`config.mk`:
```
export PLATFORM = sky130hd
export DESIGN_NAME = mac_operand_fifo
export DESIGN_NICKNAME = d
export VERILOG_FILES = /design/src/rtl/mac_operand_fifo.sv
export SDC_FILE = /design/constraint.sdc
export NUM_CORES = 1
export LEC_CHECK = 0
export ABC_AREA = 1
export BUFFER_PORTS_ARGS = -buffer_cell sky130_fd_sc_hd__buf_2
export CORE_MARGIN = 5
export CORE_UTILIZATION = 60
export DETAILED_ROUTE_END_ITERATION = 12
export GPL_ROUTABILITY_DRIVEN = 0
export PLACE_DENSITY = 0.92
export SYNTH_ARGS = -nofsm -noshare
export SYNTH_HDL_FRONTEND = slang
export SYNTH_SLANG_ARGS = --single-unit
```
`constraint.sdc`:
```
create_clock -name clk -period 4.5 [get_ports clk]
set_input_delay 0 -clock clk [delete_from_list [all_inputs] [get_ports clk]]
set_output_delay 0 -clock clk [all_outputs]
set_load 0.005 [all_outputs]
```
`src/rtl/mac_operand_fifo.sv`:
```
// mac_operand_fifo
//   Operand staging buffer at the MAC input: a 4-entry circular buffer with a
//   valid/ready handshake on both sides. Full and empty are told apart when the
//   pointers are equal by a local wrap bit (Round) that is set when the tail
//   wraps and cleared when the head wraps.
//
// Ports
//   clk              in   single clock, all state changes on the rising edge
//   reset            in   synchronous, active-low
//   in_data          in   operand word from upstream
//   in_valid         in   upstream has a word on in_data
//   in_ready         out  buffer can accept a word (not full)
//   out_data         out  word in the head slot (combinational read)
//   out_valid        out  buffer holds at least one word (not empty)
//   out_ready        in   MAC datapath takes the head word
//   TP               out  tail (write) pointer
//   HP               out  head (read) pointer
//   Round            out  wrap bit: tail has wrapped and head has not yet
//   Rec_Handshaking  out  push strobe, combinational
//   Send_Handshaking out  pop strobe, combinational
//   count            out  occupancy, 0..4
//   ovf_err          out  sticky flag: in_valid was presented while full
module mac_operand_fifo #(
    parameter int DATA_W = 16,
    parameter int PTR_W  = 2
) (
    input  logic              clk,
    input  logic              reset,
    input  logic [DATA_W-1:0] in_data,
    input  logic              in_valid,
    output logic              in_ready,
    output logic [DATA_W-1:0] out_data,
    output logic              out_valid,
    input  logic              out_ready,
    output logic [PTR_W-1:0]  TP,
    output logic [PTR_W-1:0]  HP,
    output logic              Round,
    output logic              Rec_Handshaking,
    output logic              Send_Handshaking,
    output logic [PTR_W:0]    count,
    output logic              ovf_err
);

    localparam int             DEPTH   = 1 << PTR_W;
    localparam logic [PTR_W:0] DEPTH_W = DEPTH[PTR_W:0];
    localparam logic [PTR_W-1:0] LAST  = '1;

    logic [DATA_W-1:0] mem [DEPTH];
    logic              ptr_eq;
    logic              full;
    logic              empty;
    logic              round_next;

    assign ptr_eq = (TP == HP);
    assign full   = ptr_eq & Round;
    assign empty  = ptr_eq & ~Round;

    assign in_ready         = ~full;
    assign out_valid        = ~empty;
    assign Rec_Handshaking  = in_valid & in_ready;
    assign Send_Handshaking = out_valid & out_ready;

    // Zero-latency head: a word is visible the cycle after it is written.
    assign out_data = mem[HP];

    // When Round is set the tail is one lap ahead of the head.
    assign count = Round ? (DEPTH_W - {1'b0, HP} + {1'b0, TP})
                         : ({1'b0, TP} - {1'b0, HP});

    // Clear on head wrap is applied first so that a tail wrap in the same
    // cycle (set) wins.
    always_comb begin
        round_next = Round;
        if (Send_Handshaking && (HP == LAST))
            round_next = 1'b0;
        if (Rec_Handshaking && (TP == LAST))
            round_next = 1'b1;
    end

    // Storage is never cleared; reset only discards contents logically by
    // returning the pointers to the empty state.
    always_ff @(posedge clk) begin
        if (reset && Rec_Handshaking)
            mem[TP] <= in_data;
    end

    always_ff @(posedge clk) begin
        if (!reset) begin
            TP      <= '0;
            HP      <= '0;
            Round   <= 1'b0;
            ovf_err <= 1'b0;
        end else begin
            if (Rec_Handshaking)
                TP <= TP + 1'b1;
            if (Send_Handshaking)
                HP <= HP + 1'b1;
            Round <= round_next;
            if (in_valid && full)
                ovf_err <= 1'b1;
        end
    end

endmodule
```
==> summary.md <==
| Metric | Value |
|---|---|
| Drt initial violations | 66 |
| Portion of total power attributed to sequential cells | 50.1% |
| Post-synth top cells | sky130_fd_sc_hd__edfxtp_1, sky130_fd_sc_hd__inv_1, sky130_fd_sc_hd__nand2_1 |
| RSZ-0062 raised after global routing | no |
| Post-synthesis cell area | 0.00304 mm² |
| Quantity of gates resized following cts | 0 |
| Mapped Avg Cell Area | 12.1 µm² |
| Worst setup slack before clock tree synthesis | 2.09 ns |
| Number of warnings printed during yosys synthesis | 0 |
| Clock tree from TritonCTS | yes |
| CTS H-Tree Depth | 3 |
| Worst IR drop on VDD | 0.292 mV |
| Slowest CP cell | sky130_fd_sc_hd__nor2_2 |
| Die outline width | 81.1 µm |
| Total of fill cells in the finished design | 296 |
| Filler-free cell count of the finished design | 389 |
| Maximum number of pins on one net before global-route repair | 65 |
| Internal power consumption | 1.18 mW |
| Number of buffers added on ports | 48 |
| Highest Clock Rate | 422 MHz |
| Share of flip-flops with an asynchronous set or reset | 0% |
| Total Routing Usage GR | 19.0% |
| # diodes | 0 |
| Top FF cell, synth | sky130_fd_sc_hd__edfxtp_1 |
| Avg Vias per Cell | 5.08 |
| Area enclosed by the die boundary | 0.00658 mm² |
| Switch share | 26.5% |
| First drt pass iteration count | 4 |
| WL/cell | 14.5 µm |
| Setup skew after layout | 0.0204 ns |
| Reg2reg path depth | 7 |
| Share of power burned in combinational logic | 15.0% |
| Count of flip-flops with a built-in enable after synthesis | 64 |
| Clock-pin slew on the worst setup and hold paths | 0.07 ns |
| Sw power | 0.425 mW |
| Worst hold path cell count | 3 |
| Final Worst Setup Slack | 2.13 ns |
| Pwr dens | 436 mW/mm² |
| Clk Tree Root Cell | sky130_fd_sc_hd__clkbuf_8 |
| DR vias | 1977 |
| Sequential-to-total area share from yosys stat | 68.6% |
| Number of slew-limit violations in the final report | 0 |
| Initial antenna violation count | 0 |
| Most common cell in the synthesized netlist | sky130_fd_sc_hd__edfxtp_1 |
| Core Area | 0.00482 mm² |
| Fraction of power consumed by the clock network | 35.0% |
| Portion of the clock cycle consumed by the worst path in the final layout | 52.7% |
| Top cells by area in the synthesized netlist | sky130_fd_sc_hd__edfxtp_1, sky130_fd_sc_hd__inv_1, sky130_fd_sc_hd__dfxtp_1, sky130_fd_sc_hd__nand2_1, sky130_fd_sc_hd__o211ai_1 |
| Synthesis-stage register bit count | 72 |
| Slew margin rel. | 29.3% |
| Instance count after placement with tap cells included | 355 |
| DRC violations left | 0 |
| Slowest Stage Delay on Critical Path | 0.69 ns |
| Status | finished clean |
| Required time at the endpoint of the critical path | 4.46 ns |
| Biggest fanout along the worst timing path | 16 |
| Post-synthesis net count | 279 |
| DIE HEIGHT | 81.1 µm |
| Area fraction of the dominant cell type after synthesis | 63.3% |
| Largest area contributor in the netlist | sky130_fd_sc_hd__edfxtp_1 |
| Number of buffers between clock root and the deepest sink | 2 |
| Initial Utilization | 63.0% |
| Fraction of final layout cells with drive strength greater than 1 | 23.0% |
| Residual overflow from global routing | 0 |
| Max cap viols | 0 |
| Standby leakage power | 1.53 nW |
| Global-route wire length before repair | 8.93 mm |
| Distinct cells, synth | 24 |
| Endpoint arrival time on the critical path | 2.33 ns |
| Final critical-path required period | 2.37 ns |
| Cell chain of the critical path | inv_1, ha_1, nand3_4, nand2_1, inv_2, nand2_2, nor2_2 |
| Transition time at the pin with the least slew margin | 1.06 ns |
| Detailed-placement wirelength estimate | 3.52 mm |
| Total negative slack for setup checks | 0 ns |
| Clock network latency to the later pin of the worst-skew pair | 0.35 ns |
| Post-Syn Instances | 251 |
| Total length of routed wires | 5.65 mm |
| Number of hold violations in the final report | 0 |
| Total number of clock tree sinks | 72 |
| Startpoint-to-endpoint class of the critical path | reg2reg |
| Crit start category | flop |
| Sort of element at the end of the critical path | flop |
| Inserted Clock Buffers | 9 |
| Row cnt | 25 |
| Kind of path behind the tightest hold check | in2reg |
| Fin nets | 345 |
| I/O pin total | 49 |
| Antenna violation net count after detailed routing | 0 |
| Setup-violating endpoint count in the final report | 0 |
| Via count of the first global-routing pass | 1911 |
| Layout overhead on the synthesized area | 21.4% |
## power groups by stage
stage,sequential [mW],clock [mW],combinational (mW)
2_1_floorplan,0.779,0,0.177
3_3_place_gp,0.817,0,0.219
3_5_place_dp,0.820,0,0.228
4_1_cts,0.805,0.560,0.242
5_1_grt,0.812,0.594,0.272
6_report,0.805,0.562,0.241
## per-stage QoR
step	cell area (µm²)	util [%]	hold slack [ns]	power, mW
2_1_floorplan	3040	-	0.0894	0.957
3_3_place_gp	3280	68.2	0.218	1.04
3_5_place_dp	3280	68.2	0.225	1.05
4_1_cts	3680	76.5	0.00199	1.61
5_1_grt	3680	76.5	0.0339	1.68
6_report	3680	76.5	0.00865	1.61
## cells in the final DEF (no fill, tap or decap), types with 2 or more instances in the layout
cell / Yosys / final
sky130_fd_sc_hd__clkbuf_8: 0 / 9
sky130_fd_sc_hd__dfxtp_1: 8 / 7
sky130_fd_sc_hd__clkinvlp_4: 0 / 2
sky130_fd_sc_hd__edfxtp_1: 64 / 64
sky130_fd_sc_hd__dlygate4sd3_1: 0 / 18
sky130_fd_sc_hd__nor2_2: 0 / 3
sky130_fd_sc_hd__nor2_1: 9 / 6
sky130_fd_sc_hd__nand3_1: 2 / 2
sky130_fd_sc_hd__buf_2: 5 / 48
sky130_fd_sc_hd__o21ai_0: 15 / 15
sky130_fd_sc_hd__nand3_2: 2 / 2
sky130_fd_sc_hd__inv_1: 46 / 46
sky130_fd_sc_hd__nand2_1: 39 / 39
sky130_fd_sc_hd__bufinv_16: 0 / 2
sky130_fd_sc_hd__o211ai_1: 17 / 17
sky130_fd_sc_hd__ha_1: 7 / 7
sky130_fd_sc_hd__a21oi_1: 20 / 20
sky130_fd_sc_hd__inv_2: 2 / 2
## state kept, by name (all words and copies together), names as in the netlist, named ones only
| signal | count |
|---|---|
| mem | 64 |
| HP | 2 |
| TP | 2 |
| Round | 1 |
| ovf_err | 1 |
## critical path, delay by kind of cell, from the launching register on
family	cells	cell delay, ns
and+or+nand+nor	4	0.99
DFF	1	0.43
buffers and inverters	2	0.19
adders and majority gates	1	0.39
## routing by layer
metal	share of wire (%)	vias up	routed length [µm]	global-route usage [%]
li1	-	981	-	-
met1	41	926	2340	21.9
met2	52	64	2950	33.4
met3	5.3	6	297	4.66
met4	1.1	0	61	8.45
met5	0	-	0	0
## layout make-up
class / count / area [µm²] / share of cell area (%)
sequential: 72 / 2080 / 56.6
tap: 67 / 83.8 / 2.28
inverter: 48 / 180 / 4.89
timing repair buffer: 66 / 420 / 11.4
clock inverter: 6 / 92.6 / 2.51
clock buffer: 10 / 128 / 3.46
multi-input combinational: 120 / 696 / 18.9
## worst paths after layout
path | startpoint | to | slack [ns]
max | TP[0]$_SDFFE_PN0P_ | mem[2][8]$_DFFE_PP_ | 2.13
max reg2reg | TP[0]$_SDFFE_PN0P_ | mem[2][8]$_DFFE_PP_ | 2.13
min | out_ready | flop | 0.009
min reg2reg | ovf_err$_SDFFE_PN0P_ | ovf_err$_SDFFE_PN0P_ | 0.49
## cell families (layout without fill, tap and decap cells)
kind of cell    Yosys count  after routing  synth area share (%)
fa+ha+maj                 8              8                  3.54
compound gates           55             55                  10.7
simple gates             56             56                  8.16
buf+inv                  59            130                  8.74
flops                    72             72                  68.6
xor+xnor                  1              1                 0.289
## timing repair
| item | in CTS | in global routing |
|---|---|---|
| buffers inserted | 0 | 0 |
| hold endpoints to repair | 70 | 0 |
| hold buffers | 18 | 0 |
(Power assumes the default switching activity.)
